File: src/rtl/cache_wb_ctrl_if.sv
// Bundles the CPU, cache-array and memory-burst control signals of the write-back controller.
// Latency: none, this is wiring only.
// Backpressure: memReady stalls bursts; the controller accepts req only while ready is high.
interface cache_wb_ctrl_if #(
  parameter int WORDS_PER_LINE = 4,
  parameter int CNT_W          = 16
);
  localparam int BEAT_W = $clog2(WORDS_PER_LINE);

  logic              req;
  logic              we;
  logic              hit;
  logic              dirty;
  logic              memReady;
  logic              clrStats;
  logic              ready;
  logic              done;
  logic              cRead;
  logic              cWrite;
  logic              setDirty;
  logic              clrDirty;
  logic              memRd;
  logic              memWr;
  logic              selOut;
  logic [BEAT_W-1:0] beat;
  logic [CNT_W-1:0]  hitCnt;
  logic [CNT_W-1:0]  missCnt;

  // Controller side.
  modport slave (
    input  req, we, hit, dirty, memReady, clrStats,
    output ready, done, cRead, cWrite, setDirty, clrDirty, memRd, memWr, selOut,
    output beat, hitCnt, missCnt
  );

  // CPU / memory / cache side driving the controller.
  modport master (
    output req, we, hit, dirty, memReady, clrStats,
    input  ready, done, cRead, cWrite, setDirty, clrDirty, memRd, memWr, selOut,
    input  beat, hitCnt, missCnt
  );
endinterface

File: src/rtl/cache_wb_ctrl.sv
// Write-back cache controller: lookup, dirty-line writeback burst, refill burst, respond; hit/miss stats.
// Latency: hit 3 cycles accept-to-done, clean miss 3+WORDS_PER_LINE, dirty miss 3+2*WORDS_PER_LINE, plus stalls.
// Backpressure: memReady=0 freezes a burst (state and beat) indefinitely; ready is high only in IDLE.
module cache_wb_ctrl #(
  parameter int WORDS_PER_LINE = 4,
  parameter int CNT_W          = 16
) (
  input  logic            clk,
  input  logic            rst,
  cache_wb_ctrl_if.slave  bus
);
  localparam int BEAT_W = $clog2(WORDS_PER_LINE);
  localparam logic [BEAT_W-1:0] LAST_BEAT = BEAT_W'(WORDS_PER_LINE - 1);

  typedef enum logic [2:0] {
    S_IDLE,
    S_LOOKUP,
    S_WRITEBACK,
    S_REFILL,
    S_RESPOND
  } state_t;

  state_t            state_q, state_d;
  logic [BEAT_W-1:0] beat_q, beat_d;
  logic              we_q, we_d;
  logic [CNT_W-1:0]  hit_cnt_q, hit_cnt_d;
  logic [CNT_W-1:0]  miss_cnt_q, miss_cnt_d;
  logic              inc_hit, inc_miss;

  // State, burst beat, latched access type and statistics registers.
  always_ff @(posedge clk or posedge rst) begin
    if (rst) begin
      state_q    <= S_IDLE;
      beat_q     <= '0;
      we_q       <= 1'b0;
      hit_cnt_q  <= '0;
      miss_cnt_q <= '0;
    end else begin
      state_q    <= state_d;
      beat_q     <= beat_d;
      we_q       <= we_d;
      hit_cnt_q  <= hit_cnt_d;
      miss_cnt_q <= miss_cnt_d;
    end
  end

  // Next-state logic and per-state control outputs; beat is only exposed during bursts.
  always_comb begin
    state_d      = state_q;
    beat_d       = beat_q;
    we_d         = we_q;
    inc_hit      = 1'b0;
    inc_miss     = 1'b0;
    bus.ready    = 1'b0;
    bus.done     = 1'b0;
    bus.cRead    = 1'b0;
    bus.cWrite   = 1'b0;
    bus.setDirty = 1'b0;
    bus.clrDirty = 1'b0;
    bus.memRd    = 1'b0;
    bus.memWr    = 1'b0;
    bus.selOut   = 1'b1;
    bus.beat     = '0;
    case (state_q)
      S_IDLE: begin
        bus.ready = 1'b1;
        if (bus.req) begin
          we_d    = bus.we;
          state_d = S_LOOKUP;
        end
      end
      S_LOOKUP: begin
        bus.cRead = 1'b1;
        if (bus.hit) begin
          inc_hit = 1'b1;
          state_d = S_RESPOND;
        end else begin
          inc_miss = 1'b1;
          state_d  = bus.dirty ? S_WRITEBACK : S_REFILL;
        end
      end
      S_WRITEBACK: begin
        bus.memWr = 1'b1;
        bus.cRead = 1'b1;
        bus.beat  = beat_q;
        if (bus.memReady) begin
          beat_d = beat_q + BEAT_W'(1);
          if (beat_q == LAST_BEAT) state_d = S_REFILL;
        end
      end
      S_REFILL: begin
        bus.memRd  = 1'b1;
        bus.selOut = 1'b0;
        bus.cWrite = bus.memReady;
        bus.beat   = beat_q;
        if (bus.memReady) begin
          beat_d = beat_q + BEAT_W'(1);
          if (beat_q == LAST_BEAT) begin
            bus.clrDirty = 1'b1;
            state_d      = S_RESPOND;
          end
        end
      end
      S_RESPOND: begin
        bus.done     = 1'b1;
        bus.cWrite   = we_q;
        bus.setDirty = we_q;
        bus.cRead    = ~we_q;
        state_d      = S_IDLE;
      end
      default: state_d = S_IDLE;
    endcase
  end

  // Saturating statistics; a clear request overrides a same-cycle increment.
  always_comb begin
    hit_cnt_d  = hit_cnt_q;
    miss_cnt_d = miss_cnt_q;
    if (bus.clrStats) begin
      hit_cnt_d  = '0;
      miss_cnt_d = '0;
    end else begin
      if (inc_hit && (hit_cnt_q != '1))   hit_cnt_d  = hit_cnt_q + CNT_W'(1);
      if (inc_miss && (miss_cnt_q != '1)) miss_cnt_d = miss_cnt_q + CNT_W'(1);
    end
  end

  assign bus.hitCnt  = hit_cnt_q;
  assign bus.missCnt = miss_cnt_q;
endmodule
File: src/flat_wrapper.sv
// flat-port wrapper written by rule: the top's interface ports become plain ports
module cache_wb_ctrl_flat 
#(
  parameter int WORDS_PER_LINE = 4,
  parameter int CNT_W          = 16
)
  (clk, rst, bus_req, bus_we, bus_hit, bus_dirty, bus_memReady, bus_clrStats, bus_ready, bus_done, bus_cRead, bus_cWrite, bus_setDirty, bus_clrDirty, bus_memRd, bus_memWr, bus_selOut, bus_beat, bus_hitCnt, bus_missCnt);
  cache_wb_ctrl_if #(.WORDS_PER_LINE(WORDS_PER_LINE), .CNT_W(CNT_W)) bus_i ();
  input  logic clk;
  input  logic rst;
  input wire logic [$bits(bus_i.req)-1:0] bus_req;
  input wire logic [$bits(bus_i.we)-1:0] bus_we;
  input wire logic [$bits(bus_i.hit)-1:0] bus_hit;
  input wire logic [$bits(bus_i.dirty)-1:0] bus_dirty;
  input wire logic [$bits(bus_i.memReady)-1:0] bus_memReady;
  input wire logic [$bits(bus_i.clrStats)-1:0] bus_clrStats;
  output wire logic [$bits(bus_i.ready)-1:0] bus_ready;
  output wire logic [$bits(bus_i.done)-1:0] bus_done;
  output wire logic [$bits(bus_i.cRead)-1:0] bus_cRead;
  output wire logic [$bits(bus_i.cWrite)-1:0] bus_cWrite;
  output wire logic [$bits(bus_i.setDirty)-1:0] bus_setDirty;
  output wire logic [$bits(bus_i.clrDirty)-1:0] bus_clrDirty;
  output wire logic [$bits(bus_i.memRd)-1:0] bus_memRd;
  output wire logic [$bits(bus_i.memWr)-1:0] bus_memWr;
  output wire logic [$bits(bus_i.selOut)-1:0] bus_selOut;
  output wire logic [$bits(bus_i.beat)-1:0] bus_beat;
  output wire logic [$bits(bus_i.hitCnt)-1:0] bus_hitCnt;
  output wire logic [$bits(bus_i.missCnt)-1:0] bus_missCnt;
  assign bus_i.req = bus_req;
  assign bus_i.we = bus_we;
  assign bus_i.hit = bus_hit;
  assign bus_i.dirty = bus_dirty;
  assign bus_i.memReady = bus_memReady;
  assign bus_i.clrStats = bus_clrStats;
  assign bus_ready = bus_i.ready;
  assign bus_done = bus_i.done;
  assign bus_cRead = bus_i.cRead;
  assign bus_cWrite = bus_i.cWrite;
  assign bus_setDirty = bus_i.setDirty;
  assign bus_clrDirty = bus_i.clrDirty;
  assign bus_memRd = bus_i.memRd;
  assign bus_memWr = bus_i.memWr;
  assign bus_selOut = bus_i.selOut;
  assign bus_beat = bus_i.beat;
  assign bus_hitCnt = bus_i.hitCnt;
  assign bus_missCnt = bus_i.missCnt;
  cache_wb_ctrl #(.WORDS_PER_LINE(WORDS_PER_LINE), .CNT_W(CNT_W)) u_core (.clk(clk), .rst(rst), .bus(bus_i));
endmodule
File: config.mk
export PLATFORM = sky130hd
export DESIGN_NAME = cache_wb_ctrl_flat
export DESIGN_NICKNAME = d
export VERILOG_FILES = /design/src/rtl/cache_wb_ctrl_if.sv /design/src/rtl/cache_wb_ctrl.sv /design/src/flat_wrapper.sv
export SDC_FILE = /design/constraint.sdc
export NUM_CORES = 1
export LEC_CHECK = 0
export CAP_MARGIN = 20
export CORE_MARGIN = 2
export CORE_UTILIZATION = 44
export DETAILED_ROUTE_END_ITERATION = 6
export PLACE_DENSITY = 0.83
export SLEW_MARGIN = 5
export SYNTH_ARGS = -nofsm -noshare
export SYNTH_HDL_FRONTEND = slang
export SYNTH_SLANG_ARGS = --single-unit
File: constraint.sdc
create_clock -name clk -period 2.9 [get_ports clk]
set_clock_uncertainty 0.2 [all_clocks]
set_input_delay 0.58 -clock clk [delete_from_list [all_inputs] [get_ports clk]]
set_output_delay 0.58 -clock clk [all_outputs]
set_load 0.01 [all_outputs]
==> impl_metrics.yaml <==
yosys:
  yosysTopAreaCellShare_pct: 44.3
  synth.distinct_cells: 44
  ys.flop_type: "dfrtp_1"
  ys_async_sr_fraction_pct: 100
  ys_top_cells_by_area: "dfrtp_1, a21oi_1, or4_1, o31ai_1, nand3_1"
  synth_edf_count: 0
  syn_area_sq_um: 2140
  seq_area_frac_synth_pct: 44.3
  syn_inst: 232
  syn_nets: 243
  syn_area_per_cell_sq_um: 9.24
  ys_ff_latch: 38
  synth_area_leader_cell: "dfrtp_1"
  yosys_warnings: 0
setup_path:
  r2r_slack_ps: 370
  path_cells: "and2b_1 -> nand2_1 -> inv_1 -> and3_1 -> clkdlybuf4s50_1"
  regToRegEndpoint: "u_core.bus.missCnt[14]"
  slowest_stage: "clkdlybuf4s50_1"
  cpPeakStageDelay_ps: 530
  end_kind: "output pin"
  critPathMaxFanout: 11
  r2r_cells: 4
  cp.required_ps: 2120
  crit_path_start_kind: "flop"
  path_class: "flop to output pin"
  r2r-start: "u_core.state_q[1]"
  cp.arrival_ps: 1980
worst_hold_path:
  hp-start: "u_core.beat_q[0]"
  min_path_cells: 1
  hold_end: "u_core.beat_q[0]"
  hold_class: "flop to flop"
power:
  p_leak_nw: 1.10
  ir_drop_mv: 0.509
  powerDensity_nw_per_um2: 533
  total_power_w: 0.00153
sta:
  drv_slew: 0
  setup_ws_ps: 137
  maxSlewHeadroom_pct: 53.1
  finalCriticalPeriod_ps: 2760
  period_share_pct: 95.3
  whs_ps: 309
  hold_viol_final: 0
  fmax_mhz: 362
  setup_viol: 0
  tightestPinTransition_ps: 696
  rsz0062_at_grt: "no"
cts:
  cts_buffer_depth: 2
  h-tree-depth: 2
  numCtsBuffers: 5
  clk_latency_ps: 290
  cts_sinks: 38
  root_buffer: "clkbuf_8"
  post_cts.repair.setup_buffers: 0
  cts_resized: 0
  path_clk_slew_ps: 70
  cts_tree: "built"
  hold_buffers: 0
routing:
  drc: 0
  drt-total-wl_um: 4880
  first_pass_iters: 4
  via_per_inst: 5.78
  antenna_left: 0
  wl_per_cell_um: 13.5
  first_iter_violations: 132
  vias: 2087
global_route:
  grtUsageTotal_pct: 19.5
  grt_pass1_wl_um: 8380
  antenna_found_initial: 0
  met1_usage_pct: 25.3
  grt_busiest_layer: "met2"
  grt_start_max_net_pins: 39
  first_global_vias: 1925
  grt_use_met3_pct: 4.94
  grt_overflow: 0
  grtUsageMet2_pct: 32.5
placed_design:
  dp_slack_ps: -101
  io_buffers: 50
  gp_congestion: 0.832
  dpl_cell_area_sq_um: 2780
  hpwl_um: 3590
flow_run:
  maxCapViolations: 0
layout:
  register_area_sq_um: 951
  nFillCells: 392
  fin_util_pct: 60.8
  multi_input_area_sq_um: 1110
  drive_gt1_share_pct: 9.52
  diodes: 0
  area_growth_pct: 33.9
  nets: 304
  post-route-cell-area_sq_um: 2870
floorplan:
  core_area_sq_um: 4720
  rows: 25
  die_h_um: 73.8
  ios: 51
  initial_utilization_pct: 45.4
  die_w_um: 73.8
  fp.dieArea_sq_um: 5450
status:
  status: "complete, no violations"
## cell families (layout without fill, tap and decap cells)
logic type | Yosys count | count (layout) | share of synthesized area, %
multiplexers | 6 | 6 | 3.09
AO/OA/AOI/OAI | 59 | 59 | 17.6
adder cells (fa/ha/maj) | 3 | 3 | 1.75
flip-flops | 38 | 38 | 44.3
buffers and inverters | 19 | 81 | 3.73
XOR/XNOR | 2 | 2 | 0.817
AND/OR/NAND/NOR | 105 | 105 | 28.6
## Yosys cell counts (all sizes together) (2+ instances only)
master	number
nor4	9
ha	3
a21oi	22
o41ai	5
nor2	11
and2	3
nor3	7
o311ai	2
nor2b	3
o21a	2
or3	9
nand4	8
and3	4
clkbuf	6
or4	12
dfrtp	38
or2	2
o31a	4
o21ai	13
o31ai	9
mux2	5
nand3	13
buf	2
inv	11
nand2	15
## layout by cell type (no fill, tap or decap), types with 2 or more instances in the layout
cell type,n
or4_1,11
and3_1,4
inv_1,11
mux2_2,4
a21oi_1,22
o41ai_1,4
o21a_1,2
nor2_1,11
buf_4,12
o21ai_0,13
and2_1,3
nor2b_1,3
nand2_1,15
nand4_1,8
clkbuf_8,6
o31a_1,4
or3_1,9
o311ai_0,2
o31ai_1,9
nor3_1,7
nor4_1,9
clkdlybuf4s50_1,50
nand3_1,13
dfrtp_1,38
ha_1,3
## per-layer routing
metal	routed length [um]	share of wire [%]
met1	2230	46
met2	2320	48
met3	279	5.7
met4	51	1.0
met5	0	0
## layout make-up
class	instances	share of cell area, %
Timing Repair Buffer	62	20.6
Inverter	11	1.44
Sequential cell	38	33.1
Tap cell	67	2.92
Multi-Input combinational cell	175	38.8
Clock buffer	7	3.01
Clock inverter	1	0.174
## critical path, delay by kind of cell (launching register included)
kind	cells	cell delay [ps]
buf+inv	2	630
simple gates	3	590
flops	1	490
## state kept, by name (all words and copies together), names as in the netlist
name and cells:
u_core.beat_q 2, u_core.bus.hitCnt 16, u_core.bus.missCnt 16, u_core.state_q 3, u_core.we_q 1
## where the power goes
group          switching [W]  internal [W]  leakage (nW)  total [W]
registers          0.0000661      0.000580         0.519   0.000646
logic               0.000230      0.000281         0.530   0.000511
clock network       0.000181      0.000192        0.0482   0.000373
## how the worst max path moves through the flow
stage,startpoint,slack (ps),end,cells past startpoint
after detailed placement,bus_hit,-100,u_core.bus.missCnt[14],5
after global placement,bus_hit,-30,u_core.bus.missCnt[14],5
final,u_core.state_q[2],140,bus_clrDirty,5
after global routing,u_core.state_q[2],20,bus_clrDirty,5
after CTS,u_core.state_q[2],120,bus_clrDirty,5
after floorplan,bus_hit,410,u_core.bus.missCnt[14],4
## through the flow
stage | TNS (ps) | cells
floorplan | 0 | 232
global placement | -27.1 | 353
detailed placement | -101 | 353
CTS | 0 | 361
global route | 0 | 361
finish | 0 | 361
Note: power is estimated with default switching activity, not from simulation.
